--- config.mk ---
export PLATFORM = sky130hd
export DESIGN_NAME = ifu_fetch
export DESIGN_NICKNAME = d
export VERILOG_FILES = /design/src/rtl/ifu_pkg.sv /design/src/rtl/ifu_static_pred.sv /design/src/rtl/ifu_fetch.sv
export SDC_FILE = /design/constraint.sdc
export NUM_CORES = 1
export LEC_CHECK = 0
export CORE_UTILIZATION = 50
export DETAILED_ROUTE_END_ITERATION = 8
export PLACE_DENSITY = 0.82
export SKIP_LAST_GASP = 1
export SYNTH_ARGS = -nofsm -noshare
export SYNTH_HDL_FRONTEND = slang
export SYNTH_SLANG_ARGS = --single-unit
--- constraint.sdc ---
create_clock -name clk -period 2.9 [get_ports clk]
set_input_delay 0.435 -clock clk [delete_from_list [all_inputs] [get_ports clk]]
set_output_delay 0.435 -clock clk [all_outputs]
set_load 0.1 [all_outputs]
--- src/rtl/ifu_pkg.sv ---
// Shared definitions for the instruction-fetch unit: FSM state encodings,
// bubble encoding and the opcodes the static predictor recognises.
package ifu_pkg;

  typedef enum logic [2:0] {
    ST_BOOT = 3'd0,
    ST_REQ  = 3'd1,
    ST_WAIT = 3'd2,
    ST_FULL = 3'd3,
    ST_DROP = 3'd4
  } ifu_state_e;

  localparam logic [31:0] NOP_INSTR  = 32'h0000_0013;
  localparam logic [6:0]  OPC_JAL    = 7'b1101111;
  localparam logic [6:0]  OPC_BRANCH = 7'b1100011;
  localparam logic [63:0] PC_STEP    = 64'd4;

endpackage

--- src/rtl/ifu_static_pred.sv ---
// Combinational static next-PC guess: JAL target, backward-taken/forward-not-taken
// for conditional branches, pc+4 otherwise.
module ifu_static_pred
  import ifu_pkg::*;
(
  input  logic [31:0] instr,
  input  logic [63:0] pc,
  output logic [63:0] snxt
);

  logic [63:0] imm_j;
  logic [63:0] imm_b;

  // Decode J/B immediates and pick the static next PC
  always_comb begin
    imm_j = {{43{instr[31]}}, instr[31], instr[19:12], instr[20], instr[30:21], 1'b0};
    imm_b = {{51{instr[31]}}, instr[31], instr[7], instr[30:25], instr[11:8], 1'b0};
    snxt  = pc + PC_STEP;
    case (instr[6:0])
      OPC_JAL: snxt = pc + imm_j;
      OPC_BRANCH: begin
        if (instr[31] == 1'b1) begin
          snxt = pc + imm_b;
        end else begin
          snxt = pc + PC_STEP;
        end
      end
      default: snxt = pc + PC_STEP;
    endcase
  end

endmodule

--- src/rtl/ifu_fetch.sv ---
// Instruction-fetch stage: single-outstanding imem requests, skid on load-hazard stall,
// flush/redirect handling. Define IFU_STATIC_PREDICT_EN to enable the static predictor.
module ifu_fetch #(
  parameter logic [63:0] RESET_PC  = 64'h8000_0000,
  parameter logic [31:0] NOP_INSTR = 32'h0000_0013
) (
  input  logic        clk,
  input  logic        rstn,
  input  logic        ld_hz_stall,
  input  logic        flush_en,
  input  logic [63:0] flush_pc,
  output logic        imem_req,
  output logic [63:0] imem_addr,
  input  logic        imem_ready,
  input  logic        imem_rvalid,
  input  logic [31:0] imem_rdata,
  output logic        ifu_valid,
  output logic [31:0] ifu_instr,
  output logic [63:0] ifu_pc,
  output logic [63:0] ifu_snxt_pc
);

  import ifu_pkg::*;

  ifu_state_e  state;
  ifu_state_e  state_nxt;
  logic [63:0] fetch_pc;
  logic [63:0] fetch_pc_nxt;
  logic [31:0] skid;
  logic [31:0] skid_nxt;
  logic        load;
  logic [31:0] load_instr;
  logic [63:0] snxt;

  assign imem_req  = (state == ST_REQ);
  assign imem_addr = fetch_pc;

`ifdef IFU_STATIC_PREDICT_EN
  ifu_static_pred u_pred (
    .instr (load_instr),
    .pc    (fetch_pc),
    .snxt  (snxt)
  );
`else
  assign snxt = fetch_pc + PC_STEP;
`endif

  // Next-state, skid and fetch-PC update
  always_comb begin
    state_nxt    = state;
    fetch_pc_nxt = fetch_pc;
    skid_nxt     = skid;
    load         = 1'b0;
    load_instr   = imem_rdata;
    case (state)
      ST_BOOT: state_nxt = ST_REQ;
      ST_REQ: begin
        if (imem_ready) begin
          state_nxt = flush_en ? ST_DROP : ST_WAIT;
        end else begin
          state_nxt = ST_REQ;
        end
      end
      ST_WAIT: begin
        if (flush_en) begin
          // a response arriving with the flush is stale; otherwise it is still in flight
          state_nxt = imem_rvalid ? ST_REQ : ST_DROP;
        end else if (imem_rvalid && ld_hz_stall) begin
          skid_nxt  = imem_rdata;
          state_nxt = ST_FULL;
        end else if (imem_rvalid) begin
          load      = 1'b1;
          state_nxt = ST_REQ;
        end else begin
          state_nxt = ST_WAIT;
        end
      end
      ST_FULL: begin
        load_instr = skid;
        if (flush_en) begin
          skid_nxt  = NOP_INSTR;
          state_nxt = ST_REQ;
        end else if (!ld_hz_stall) begin
          load      = 1'b1;
          state_nxt = ST_REQ;
        end else begin
          state_nxt = ST_FULL;
        end
      end
      ST_DROP: begin
        if (imem_rvalid) begin
          state_nxt = ST_REQ;
        end else begin
          state_nxt = ST_DROP;
        end
      end
      default: state_nxt = ST_BOOT;
    endcase

    if (flush_en) begin
      fetch_pc_nxt = flush_pc;
    end else if (load) begin
      fetch_pc_nxt = snxt;
    end else begin
      fetch_pc_nxt = fetch_pc;
    end
  end

  // FSM, fetch PC and skid registers
  always_ff @(posedge clk or negedge rstn) begin
    if (!rstn) begin
      state    <= ST_BOOT;
      fetch_pc <= RESET_PC;
      skid     <= NOP_INSTR;
    end else begin
      state    <= state_nxt;
      fetch_pc <= fetch_pc_nxt;
      skid     <= skid_nxt;
    end
  end

  // IFU->IDU output registers: flush beats stall, stall beats new data
  always_ff @(posedge clk or negedge rstn) begin
    if (!rstn) begin
      ifu_valid   <= 1'b0;
      ifu_instr   <= NOP_INSTR;
      ifu_pc      <= 64'd0;
      ifu_snxt_pc <= 64'd0;
    end else if (flush_en) begin
      ifu_valid <= 1'b0;
      ifu_instr <= NOP_INSTR;
    end else if (ld_hz_stall) begin
      ifu_valid <= ifu_valid;
      ifu_instr <= ifu_instr;
    end else if (load) begin
      ifu_valid   <= 1'b1;
      ifu_instr   <= load_instr;
      ifu_pc      <= fetch_pc;
      ifu_snxt_pc <= snxt;
    end else begin
      ifu_valid <= 1'b0;
      ifu_instr <= NOP_INSTR;
    end
  end

endmodule
==> impl.org <==
** Outcome
- The run finished with clean final reports.

** Clocking
- Clock Latency Late Sink :: ~0.54 ns
- Counting the buffers created by CTS gives 27.
- H-tree levels :: 1
- The clock drives 258 sinks.
- CTS Root Cell :: sky130_fd_sc_hd__clkbuf_16
- After clock tree synthesis, the clock-pin slew on the worst setup and hold paths is 0.06 ns.
- Largest buffer count on any clock path :: 3
- TritonCTS built the clock tree.

** Run
- The tool flagged a number of max-cap violations equal to 0.

** STA
- The clock arrives with 0.008969 ns of skew.
- Maximum clock frequency :: 0.3862 GHz
- Relative slew margins :: 0.5087
- After routing, the total negative slack on setup checks comes to 0 ns.
- Setup repair after global routing left no endpoint under its margin.
- After layout, the worst setup slack is 0.3109 ns.
- Setup violations remaining at the end of the flow were counted as 0.
- Of the available clock period, the critical path in the final layout requires 0.8928.
- Worst slew pin tran :: 0.7370 ns
- Final-report hold violation count :: 0
- Total count of max-transition violations in the final report :: 0
- Across all hold checks on the routed design, the worst slack comes to 0.3795 ns.
- The smallest clock period supported by the final layout is computed as between 2 and 3 ns.

** Synth
- Sequential fraction of the synthesis area :: 0.5096
- After synthesis the netlist holds a flip-flop and latch count of 258.
- Count of unique library cells instantiated by Yosys :: 54
- Share of synthesized registers carrying an async set or reset :: 1.000
- Synthesis produced a netlist whose cell count is around 1400.
- Post-Synthesis Cell Area :: 12690 um2
- Averaged over all synthesized cells, the footprint is 8.871 um2.
- Number of enable flip-flop cells after synthesis :: 0
- Of the post-synthesis cell area, the part taken by muxes is 0.02012.
- Post-synth top flop :: sky130_fd_sc_hd__dfrtp_1
- Of the total synthesized cell area, the portion taken by AND, OR, NAND and NOR gates is 0.2570.
- Combinational family with the most area after synthesis :: simple AND/OR/NAND/NOR gates
- The share of synthesized area in the top cell type comes to 0.4951.
- Of the total synthesized cell area, the portion taken by full adders, half adders and majority gates is 0.0009863.
- Largest cells by area after synthesis :: sky130_fd_sc_hd__dfrtp_1 50%, sky130_fd_sc_hd__nand2_1 11%, sky130_fd_sc_hd__o21ai_0 4.3%, sky130_fd_sc_hd__xnor2_1 2.7%, sky130_fd_sc_hd__clkbuf_1 2.5%
- Synthesized netlist net count :: 1533
- The biggest area contributor in the post-synthesis netlist is sky130_fd_sc_hd__dfrtp_1.
- The compound-cell area share of the yosys netlist came to 0.1240.
- The Yosys step of the flow raised 0 warnings.
- Of the total synthesized cell area, the portion taken by XOR and XNOR cells is 0.04557.

** Critical path
- The worst setup path is of the reg -> reg kind.
- Across all register-to-register paths, the minimum setup slack is 0.31 ns.
- The worst register-to-register path begins at imem_addr[31]$_DFFE_PN1P_.
- Crit path launch type :: register
- STA classifies the critical path endpoint as a register.
- Along the worst path, the maximum fanout reaches 6.
- Worst flop-to-flop path endpoint :: imem_addr[50]$_DFFE_PN0P_
- Data on the critical path arrives at its endpoint at 3.02 ns.
- STA puts the critical path data required time at ~3.3 ns.
- Number of cells on the worst reg-to-reg path :: 5

** Finish
- For this run, the post-layout net count is 1817.
- Final cell count without fillers :: 2059
- Share of cells above drive strength 1 :: 0.2245
- Area of combinational cells with multiple inputs :: 5709 um2
- Post-route core utilization :: 0.6832
- Register area :: 6501 um2
- Number of filler cells placed in the layout :: 1930
- After routing the design area is 16810 um2.
- The area growth from synthesis to layout is 32.52%.

** Power and ir drop
- The share of total power dissipated in sequential elements is 0.275.
- Share of power burned in combinational logic :: 0.539
- Leakage power :: 7.892 nW
- Ratio of total power to cell area :: 1223 nW/um2
- Total power after layout :: just over 20 mW
- In this run the power spent charging and discharging nets is 11.35 mW.
- The worst-case IR drop observed on VDD is 979.6 uV.
- Of the total power, the share spent switching nets is 0.5522.
- The share of total power dissipated in the clock network is 0.186.
- The internal portion of the total power is roughly 9.2 mW.

** Worst hold path
- The worst hold path terminates at ifu_instr[4]$_DFFE_PN1P_.
- Worst min-delay path startpoint :: flush_en
- The worst hold path was traced through 3 stages.
- Worst min-delay path category :: in -> reg

** Routing
- Across all layers, the routed design uses 11900 vias.
- In this run the remaining antenna-violating nets after routing total 0.
- Via/cell ratio :: 5.780
- Wirelength, routed :: 41080 um
- Dividing the detail-routed wire length by the instance count gives ~20 um.
- TritonRoute pass-1 iters :: 5
- First DRT Iteration DRCs :: 1017
- In the routed design, unresolved DRC markers number 0.

** Placed design
- The HPWL after detailed placement is 29120 um.
- Placed cell areas :: 15830 um2
- Input and output buffers added on the ports amount to 327.
- The congestion estimate from routability-driven global placement came to 0.8793.
- Number of placed instances with taps included :: 2008
- OpenSTA, run right after detailed placement, puts the worst setup slack at ~0.27 ns.

** Floorplan
- The initial utilization of the core area, before any placement, comes to 0.5156.
- The die is 161.3 um wide.
- Number of top-level pins :: 328
- The floorplan step defined a die boundary enclosing 26010 um2.
- Height of the die :: about 160 um
- The floorplan has 57 rows.
- In this run the standard cell core region covers 24600 um2.

** GRT
- First-pass GRT wire length :: 64270 um
- Maximum number of pins on one net before global-route repair :: between 80 and 90
- Antenna violations before repair :: 2
- In the global route stage, overall resource usage came out at 0.3135.
- The via count of the first global-routing pass came to 11560.
- The total overflow left after global routing is 0.
==> power groups by stage <==
stage / clock, mW / sequential, mW / combinational, mW
after floorplan: 0 / 12.4 / 1.68
after global placement: 0 / 5.64 / 11.0
after detailed placement: 0 / 5.69 / 11.1
after CTS: 3.84 / 5.65 / 11.1
after global routing: 3.99 / 5.80 / 11.4
final: 3.82 / 5.66 / 11.1
==> synth_stat cells, types with 27 or more instances <==
library cell / count
sky130_fd_sc_hd__xor2_1: 27
sky130_fd_sc_hd__clkbuf_1: 86
sky130_fd_sc_hd__nor4_1: 29
sky130_fd_sc_hd__xnor2_1: 39
sky130_fd_sc_hd__a21o_1: 40
sky130_fd_sc_hd__dfrtp_1: 251
sky130_fd_sc_hd__nand3_1: 31
sky130_fd_sc_hd__o21ai_0: 110
sky130_fd_sc_hd__nand2_1: 388
sky130_fd_sc_hd__nand4_1: 38
sky130_fd_sc_hd__a21oi_1: 34
sky130_fd_sc_hd__nor2_1: 56
==> logic make-up (layout without fill, tap and decap cells) <==
| group | count (synthesis) | in the layout |
|---|---|---|
| compound gates | 260 | 260 |
| xor+xnor | 66 | 66 |
| other cells | 0 | 2 |
| flops | 258 | 258 |
| mux | 25 | 25 |
| simple gates | 690 | 690 |
| fa+ha+maj | 1 | 1 |
| buf+inv | 130 | 433 |
==> flip-flops by register name, indices dropped and copies added (netlist names) <==
| name | cells |
|---|---|
| ifu_valid | 1 |
| state | 3 |
| ifu_snxt_pc | 62 |
| ifu_instr | 32 |
| imem_addr | 64 |
| skid | 32 |
| ifu_pc | 64 |
==> worst max-delay path by stage <==
stage / slack (ns) / from / endpoint / cells past startpoint
after global routing: 0.19 / imem_addr[3]$_DFFE_PN0P_ / ifu_snxt_pc[39]$_DFFE_PN0P_ / 6
after CTS: 0.31 / imem_addr[31]$_DFFE_PN1P_ / imem_addr[50]$_DFFE_PN0P_ / 5
after global placement: 0.32 / ld_hz_stall / imem_addr[50]$_DFFE_PN0P_ / 6
final: 0.31 / imem_addr[31]$_DFFE_PN1P_ / imem_addr[50]$_DFFE_PN0P_ / 5
after detailed placement: 0.27 / ld_hz_stall / imem_addr[50]$_DFFE_PN0P_ / 6
after floorplan: 0.001 / imem_addr[31]$_DFFE_PN1P_ / imem_addr[50]$_DFFE_PN0P_ / 6
==> critical path, cell delays in order (launching register included) <==
cell,delay (ns)
sky130_fd_sc_hd__dfstp_2,0.61
sky130_fd_sc_hd__nand4_1,0.14
sky130_fd_sc_hd__or4_1,0.61
sky130_fd_sc_hd__or4_1,0.68
sky130_fd_sc_hd__mux2i_1,0.18
sky130_fd_sc_hd__a211o_1,0.27
==> layout by cell type, fill, tap and decap left out, drive strengths merged, types with 15 or more instances in the layout <==
master         netlist  routed
nor3                28      28
xnor2               39      39
a22oi               15      15
nand3               33      33
clkdlybuf4s50        0      99
clkbuf              88      33
xor2                27      27
o21ai              112     112
mux2i               21      21
nor2                56      56
a31oi               26      26
a21oi               34      34
dfrtp              251     251
and2                22      22
nor4                32      32
a21o                40      40
or4                 26      26
nand4               39      39
o31ai               16      16
nand2              388     388
buf                 38     281
==> metal layers <==
layer | track usage | share of wire | vias to the layer above
met2 | 0.5092 | 0.47 | 553
met5 | 0 | 0 | -
met1 | 0.4144 | 0.40 | 5760
met3 | 0.07191 | 0.089 | 95
met4 | 0.1055 | 0.034 | 0
li1 | - | - | 5492
==> repair_timing <==
item / 4_1_cts / 5_1_grt
setup buffers: 0 / 0
hold buffers: 1 / 0
hold endpoints to repair: 74 / 0
gates resized for setup: 0 / 0
==> cell type report <==
cell class	count	area share
Timing Repair Buffer	381	0.1907
Tap cell	324	0.02411
Clock buffer	33	0.04391
Sequential cell	258	0.3867
Inverter	4	0.0008931
Multi-Input combinational cell	1042	0.3396
Antenna cell	2	0.0002977
Clock inverter	15	0.01377
Note: power is estimated with default switching activity, not from simulation.
